==> src/rtl/bus_responder.sv <==
`default_nettype none
`timescale 1ns/1ps
// ============================================================================
// Module   : bus_responder
// Brief    : Single-port 32 x 64-bit memory slave that answers bus cycles
//            after a configurable number of wait states. A request is latched
//            in IDLE, optionally held in WAIT, and answered for one cycle in
//            ACK. Reads return the full stored word; writes update only the
//            selected byte lanes at the end of the ACK cycle.
// Options  : `define BUS_ERR_EN adds err_o. Misses and instruction-fetch
//            (vpa_i) writes then answer with err_o instead of ack_o.
// Revision : 1.0 - initial release
// ============================================================================
module bus_responder #(
  parameter logic [63:0] BASE_ADR    = 64'hE000_0000_0000_0000,
  parameter int unsigned WAIT_STATES = 1
) (
  input  logic        clk_i,
  input  logic        reset_i,
  input  logic [63:3] adr_i,
  input  logic        cyc_i,
  input  logic        stb_i,
  input  logic [7:0]  sel_i,
  input  logic        we_i,
  input  logic        vpa_i,
  input  logic [63:0] dat_i,
`ifdef BUS_ERR_EN
  output logic        err_o,
`endif
  output logic        ack_o,
  output logic [63:0] dat_o
);

  localparam logic [1:0] ST_IDLE = 2'd0;
  localparam logic [1:0] ST_WAIT = 2'd1;
  localparam logic [1:0] ST_ACK  = 2'd2;

  localparam logic [3:0] WAIT_INIT = 4'(WAIT_STATES);

`ifdef BUS_ERR_EN
  localparam bit ERR_EN = 1'b1;
`else
  localparam bit ERR_EN = 1'b0;
`endif

  logic [1:0]  state_q, state_d;
  logic [3:0]  cnt_q, cnt_d;
  logic        ack_q, ack_d;
  logic [63:0] dat_q, dat_d;
`ifdef BUS_ERR_EN
  logic        err_q, err_d;
`endif

  // Request captured in IDLE; held for the rest of the transfer.
  logic [4:0]  idx_q;
  logic [7:0]  sel_q;
  logic        we_q;
  logic        hit_q;
  logic        vpa_q;
  logic [63:0] wdat_q;

  logic [63:0] mem_q [0:31];

  logic        w_req;
  logic        w_hit;
  logic [4:0]  w_rsp_idx;
  logic        w_rsp_we;
  logic        w_rsp_hit;
  logic        w_rsp_vpa;
  logic        w_err;

  assign w_req = cyc_i & stb_i;
  assign w_hit = (adr_i[63:8] == BASE_ADR[63:8]);

  // With zero wait states the response is computed in the same cycle the
  // request is latched, so the live inputs stand in for the latched copy.
  assign w_rsp_idx = (state_q == ST_IDLE) ? adr_i[7:3] : idx_q;
  assign w_rsp_we  = (state_q == ST_IDLE) ? we_i       : we_q;
  assign w_rsp_hit = (state_q == ST_IDLE) ? w_hit      : hit_q;
  assign w_rsp_vpa = (state_q == ST_IDLE) ? vpa_i      : vpa_q;

  // Error response only exists with the error option; constant 0 otherwise.
  assign w_err = ERR_EN & (~w_rsp_hit | (w_rsp_we & w_rsp_vpa));

  // Next-state, wait counter and registered response data.
  always_comb begin
    state_d = state_q;
    cnt_d   = cnt_q;
    ack_d   = 1'b0;
    dat_d   = 64'd0;
`ifdef BUS_ERR_EN
    err_d   = 1'b0;
`endif
    case (state_q)
      ST_IDLE: begin
        if (w_req) begin
          if (WAIT_STATES == 0) begin
            state_d = ST_ACK;
          end else begin
            state_d = ST_WAIT;
            cnt_d   = WAIT_INIT;
          end
        end
      end
      ST_WAIT: begin
        // An abort wins over the final countdown step.
        if (!w_req) begin
          state_d = ST_IDLE;
          cnt_d   = 4'd0;
        end else begin
          cnt_d = cnt_q - 4'd1;
          if (cnt_q <= 4'd1) begin
            state_d = ST_ACK;
          end
        end
      end
      ST_ACK: begin
        state_d = ST_IDLE;
      end
      default: begin
        state_d = ST_IDLE;
        cnt_d   = 4'd0;
      end
    endcase

    if (state_d == ST_ACK) begin
      if (w_err) begin
`ifdef BUS_ERR_EN
        err_d = 1'b1;
`endif
      end else begin
        ack_d = 1'b1;
        if (!w_rsp_we && w_rsp_hit) begin
          dat_d = mem_q[w_rsp_idx];
        end
      end
    end
  end

  // Control and response registers; reset overrides everything.
  always_ff @(posedge clk_i) begin
    if (reset_i) begin
      state_q <= ST_IDLE;
      cnt_q   <= 4'd0;
      ack_q   <= 1'b0;
      dat_q   <= 64'd0;
`ifdef BUS_ERR_EN
      err_q   <= 1'b0;
`endif
    end else begin
      state_q <= state_d;
      cnt_q   <= cnt_d;
      ack_q   <= ack_d;
      dat_q   <= dat_d;
`ifdef BUS_ERR_EN
      err_q   <= err_d;
`endif
    end
  end

  // Latch the request attributes when a new cycle is accepted.
  always_ff @(posedge clk_i) begin
    if (!reset_i && (state_q == ST_IDLE) && w_req) begin
      idx_q  <= adr_i[7:3];
      sel_q  <= sel_i;
      we_q   <= we_i;
      hit_q  <= w_hit;
      vpa_q  <= vpa_i;
      wdat_q <= dat_i;
    end
  end

  // Commit write data at the end of the ACK cycle unless reset cancels it.
  always_ff @(posedge clk_i) begin
    if (!reset_i && (state_q == ST_ACK) && we_q && hit_q && !w_err) begin
      for (int b = 0; b < 8; b++) begin
        if (sel_q[b]) begin
          mem_q[idx_q][8*b +: 8] <= wdat_q[8*b +: 8];
        end
      end
    end
  end

  assign ack_o = ack_q;
  assign dat_o = dat_q;
`ifdef BUS_ERR_EN
  assign err_o = err_q;
`endif

endmodule
`default_nettype wire

==> config.mk <==
export PLATFORM = sky130hd
export DESIGN_NAME = bus_responder
export DESIGN_NICKNAME = d
export VERILOG_FILES = /design/src/rtl/bus_responder.sv
export SDC_FILE = /design/constraint.sdc
export NUM_CORES = 2
export LEC_CHECK = 0
export CORE_MARGIN = 2
export CORE_UTILIZATION = 25
export CTS_CLUSTER_DIAMETER = 120
export DETAILED_ROUTE_END_ITERATION = 8
export MAX_ROUTING_LAYER = met4
export SKIP_LAST_GASP = 1
export SLEW_MARGIN = 10
export SYNTH_ARGS = -nofsm -noshare
export SYNTH_HDL_FRONTEND = slang
export SYNTH_SLANG_ARGS = --single-unit
==> constraint.sdc <==
create_clock -name clk_i -period 9.5 [get_ports clk_i]
set_input_delay 0.95 -clock clk_i [delete_from_list [all_inputs] [get_ports clk_i]]
set_output_delay 0.95 -clock clk_i [all_outputs]
set_load 0.01 [all_outputs]
==> reports/qor.yml <==
power_uw: 19300
grt_pass1_vias: 43000
ioPinCount: 204
status: "completed"
ant_nets: 0
max-slew-margin-rel_pct: 15.0
drive_gt1_share_pct: 7.18
ys_types: 38
required_ns: 10.14
area.growth.synth_to_final_pct: 15.3
start_kind: "register"
hold_path_class: "register to register"
path_clk_slew_ns: 0.06
wire_per_inst_um: 23.0
ys_seq_elements: 2198
post-route-min-period_ns: 4.98
arrival_ns: 5.61
rows: 212
clock_latency_ns: 0.86
cts_tree: "yes"
clock.fmax_ghz: 0.201
p_per_area_nw_per_um2: 200
portBuffers: 202
vdd_drop_max_uv: 138
die_h_um: 582
coreArea_um2: 333000
yosysWarnings: 0
rsz0062_at_grt: "false"
globalRouteOverflowTotal: 0
worst_pin_slew_ns: 1.27
htree_levels: 4
setup_viol: 0
viasPerCell: 4.66
fin_setup_tns_ns: 0
cp_max_fo: 68
die_w_um: 582
grt.total_usage_pct: 12.8
cts_resized: 0
fp.dieArea_um2: 339000
netlist_area_um2: 83500
crit_type: "register to register"
cts_buffer_depth: 4
grt_max_degree: 157
wirelength_um: 218000
post_cts_hold_buffer_count: 0
post-dp-hpwl_um: 129000
drcViolationCount: 0
syn_inst: 4743
nets: 5049
gp_congestion: 0.803
cts_setup_buffers: 0
cts_sinks: 2198
grt_first_pass_wirelength_um: 307000
critPathCaptureType: "register"
final_util_pct: 28.9
cts_buffers: 201
syn_avg_cell_area_um2: 17.6
ys_seq_area_share_pct: 78.2
cts.root.buffer_cell: "clkbuf_16"
synth_nets: 4884
initial_core_util_pct: 25.1
first_iter_violations: 5351
antenna_found_initial: 21
finalClockSkew_ns: 0.0523
max_cap_violations: 0
drv_slew: 0
finalCritPeriodShare_pct: 52.4
p_leak_uw: 0.0312
via_count: 44100
finalHoldViolations: 0
firstDrtPassIters: 7
## final cells by class
class,count,area (µm²)
repair buffers,259,2580
fillers,32600,237000
clock inverters,92,694
multi-input cells,2244,16800
diodes,8,20.0
well taps,4387,5490
flip-flops and latches,2198,65300
inverters,4,15.0
clock buffers,262,5410
## worst max-delay path, cell delays in order, from the launching register on
cell and delay (ns):
dfxtp_1 0.69, nor2_1 0.29, o31ai_4 0.90, buf_4 0.70, buf_4 0.85, a222oi_1 0.27, a211oi_1 0.69, o22ai_1 0.23
## path summary, 6_finish.rpt
path                                             from                    end  slack, ns  cells after the start
worst min register to register  cnt_q[2]$_SDFFE_PP0P_  cnt_q[2]$_SDFFE_PP0P_       0.52                      2
worst max register to register  state_q[0]$_SDFF_PP0_    dat_o[8]$_SDFF_PP0_       4.52                      7
worst min-delay path            cnt_q[2]$_SDFFE_PP0P_  cnt_q[2]$_SDFFE_PP0P_       0.52                      2
worst max-delay path            state_q[0]$_SDFF_PP0_    dat_o[8]$_SDFF_PP0_       4.52                      7
## routing by layer
layer | vias up | global-route usage (%) | share of wire (%)
met4 | 0 | 3.46 | 2.6
met3 | 333 | 2.21 | 8.1
met2 | 1898 | 20.1 | 47
li1 | 19400 | - | -
met5 | - | - | 0
met1 | 22500 | 16.9 | 42
## flip-flops by register name, indices dropped and copies added (netlist names)
signal	count
ack_o	1
cnt_q	4
dat_o	64
hit_q	1
idx_q	5
mem_q	2048
sel_q	8
state_q	2
wdat_q	64
we_q	1
## stage by stage
| stage | instances | hold slack (ns) | worst slack, ns | area, µm² |
|---|---|---|---|---|
| floorplan | 4743 | 0.471 | 2.30 | 83500 |
| global placement | 9088 | 0.505 | 4.14 | 90100 |
| detailed placement | 9088 | 0.507 | 4.07 | 90100 |
| CTS | 9442 | 0.530 | 4.65 | 96200 |
| global route | 9449 | 0.584 | 4.37 | 96300 |
| finish | 9454 | 0.524 | 4.52 | 96300 |
## synthesized netlist by cell type (all sizes together)
library cell / count / area share [%]
a211oi: 128 / 1.2
a21oi: 1 / 0.0060
a222oi: 128 / 1.5
a31oi: 129 / 0.97
and2: 2 / 0.015
and4b: 1 / 0.012
buf: 150 / 1.2
clkbuf: 147 / 0.66
dfxtp: 71 / 1.7
edfxtp: 2127 / 77
ha: 2 / 0.030
inv: 4 / 0.018
mux2: 1 / 0.013
mux2i: 898 / 11
nand2: 311 / 1.4
nand2b: 3 / 0.022
nand3: 3 / 0.018
nand3b: 5 / 0.045
nand4: 5 / 0.037
nor2: 268 / 1.2
nor2b: 3 / 0.022
nor3: 7 / 0.042
nor3b: 5 / 0.051
nor4: 14 / 0.10
o21ai: 2 / 0.012
o22ai: 320 / 2.4
o31ai: 1 / 0.0090
or2: 1 / 0.0075
or3: 1 / 0.0075
or3b: 1 / 0.010
or4b: 1 / 0.012
xnor2: 2 / 0.021
xor2: 1 / 0.010
## report_power, final
part	total [µW]	leakage [µW]	switching, µW	internal [µW]
combinational	986	0.00853	606	380
clock	7690	0.00299	3470	4220
sequential	10600	0.0197	60.4	10600
total	19300	0.0312	4140	15200
## cell families after synthesis
family,Yosys count,synth area share [%]
AO/OA/AOI/OAI,709,6.08
XOR/XNOR,3,0.0315
adder cells (fa/ha/maj),2,0.0300
buffers and inverters,301,1.85
flip-flops,2198,78.2
multiplexers,899,10.8
AND/OR/NAND/NOR,631,3.01
## layout by cell type, fill, tap and decap left out, types with 11 or more instances in the layout
master,netlist,routed
clkinv_1,0,32
nor2_1,268,268
nand2_1,311,286
o22ai_1,320,320
nand2_2,0,16
dfxtp_1,71,71
a211oi_1,128,128
clkbuf_8,0,11
clkdlybuf4s50_1,0,202
nor4_1,14,14
edfxtp_1,2127,2127
clkbuf_1,147,48
a31oi_1,129,129
a222oi_1,128,128
buf_4,10,46
mux2i_1,898,898
clkbuf_16,0,203
clkinv_2,0,36
Power figures use the tool's default switching activity.
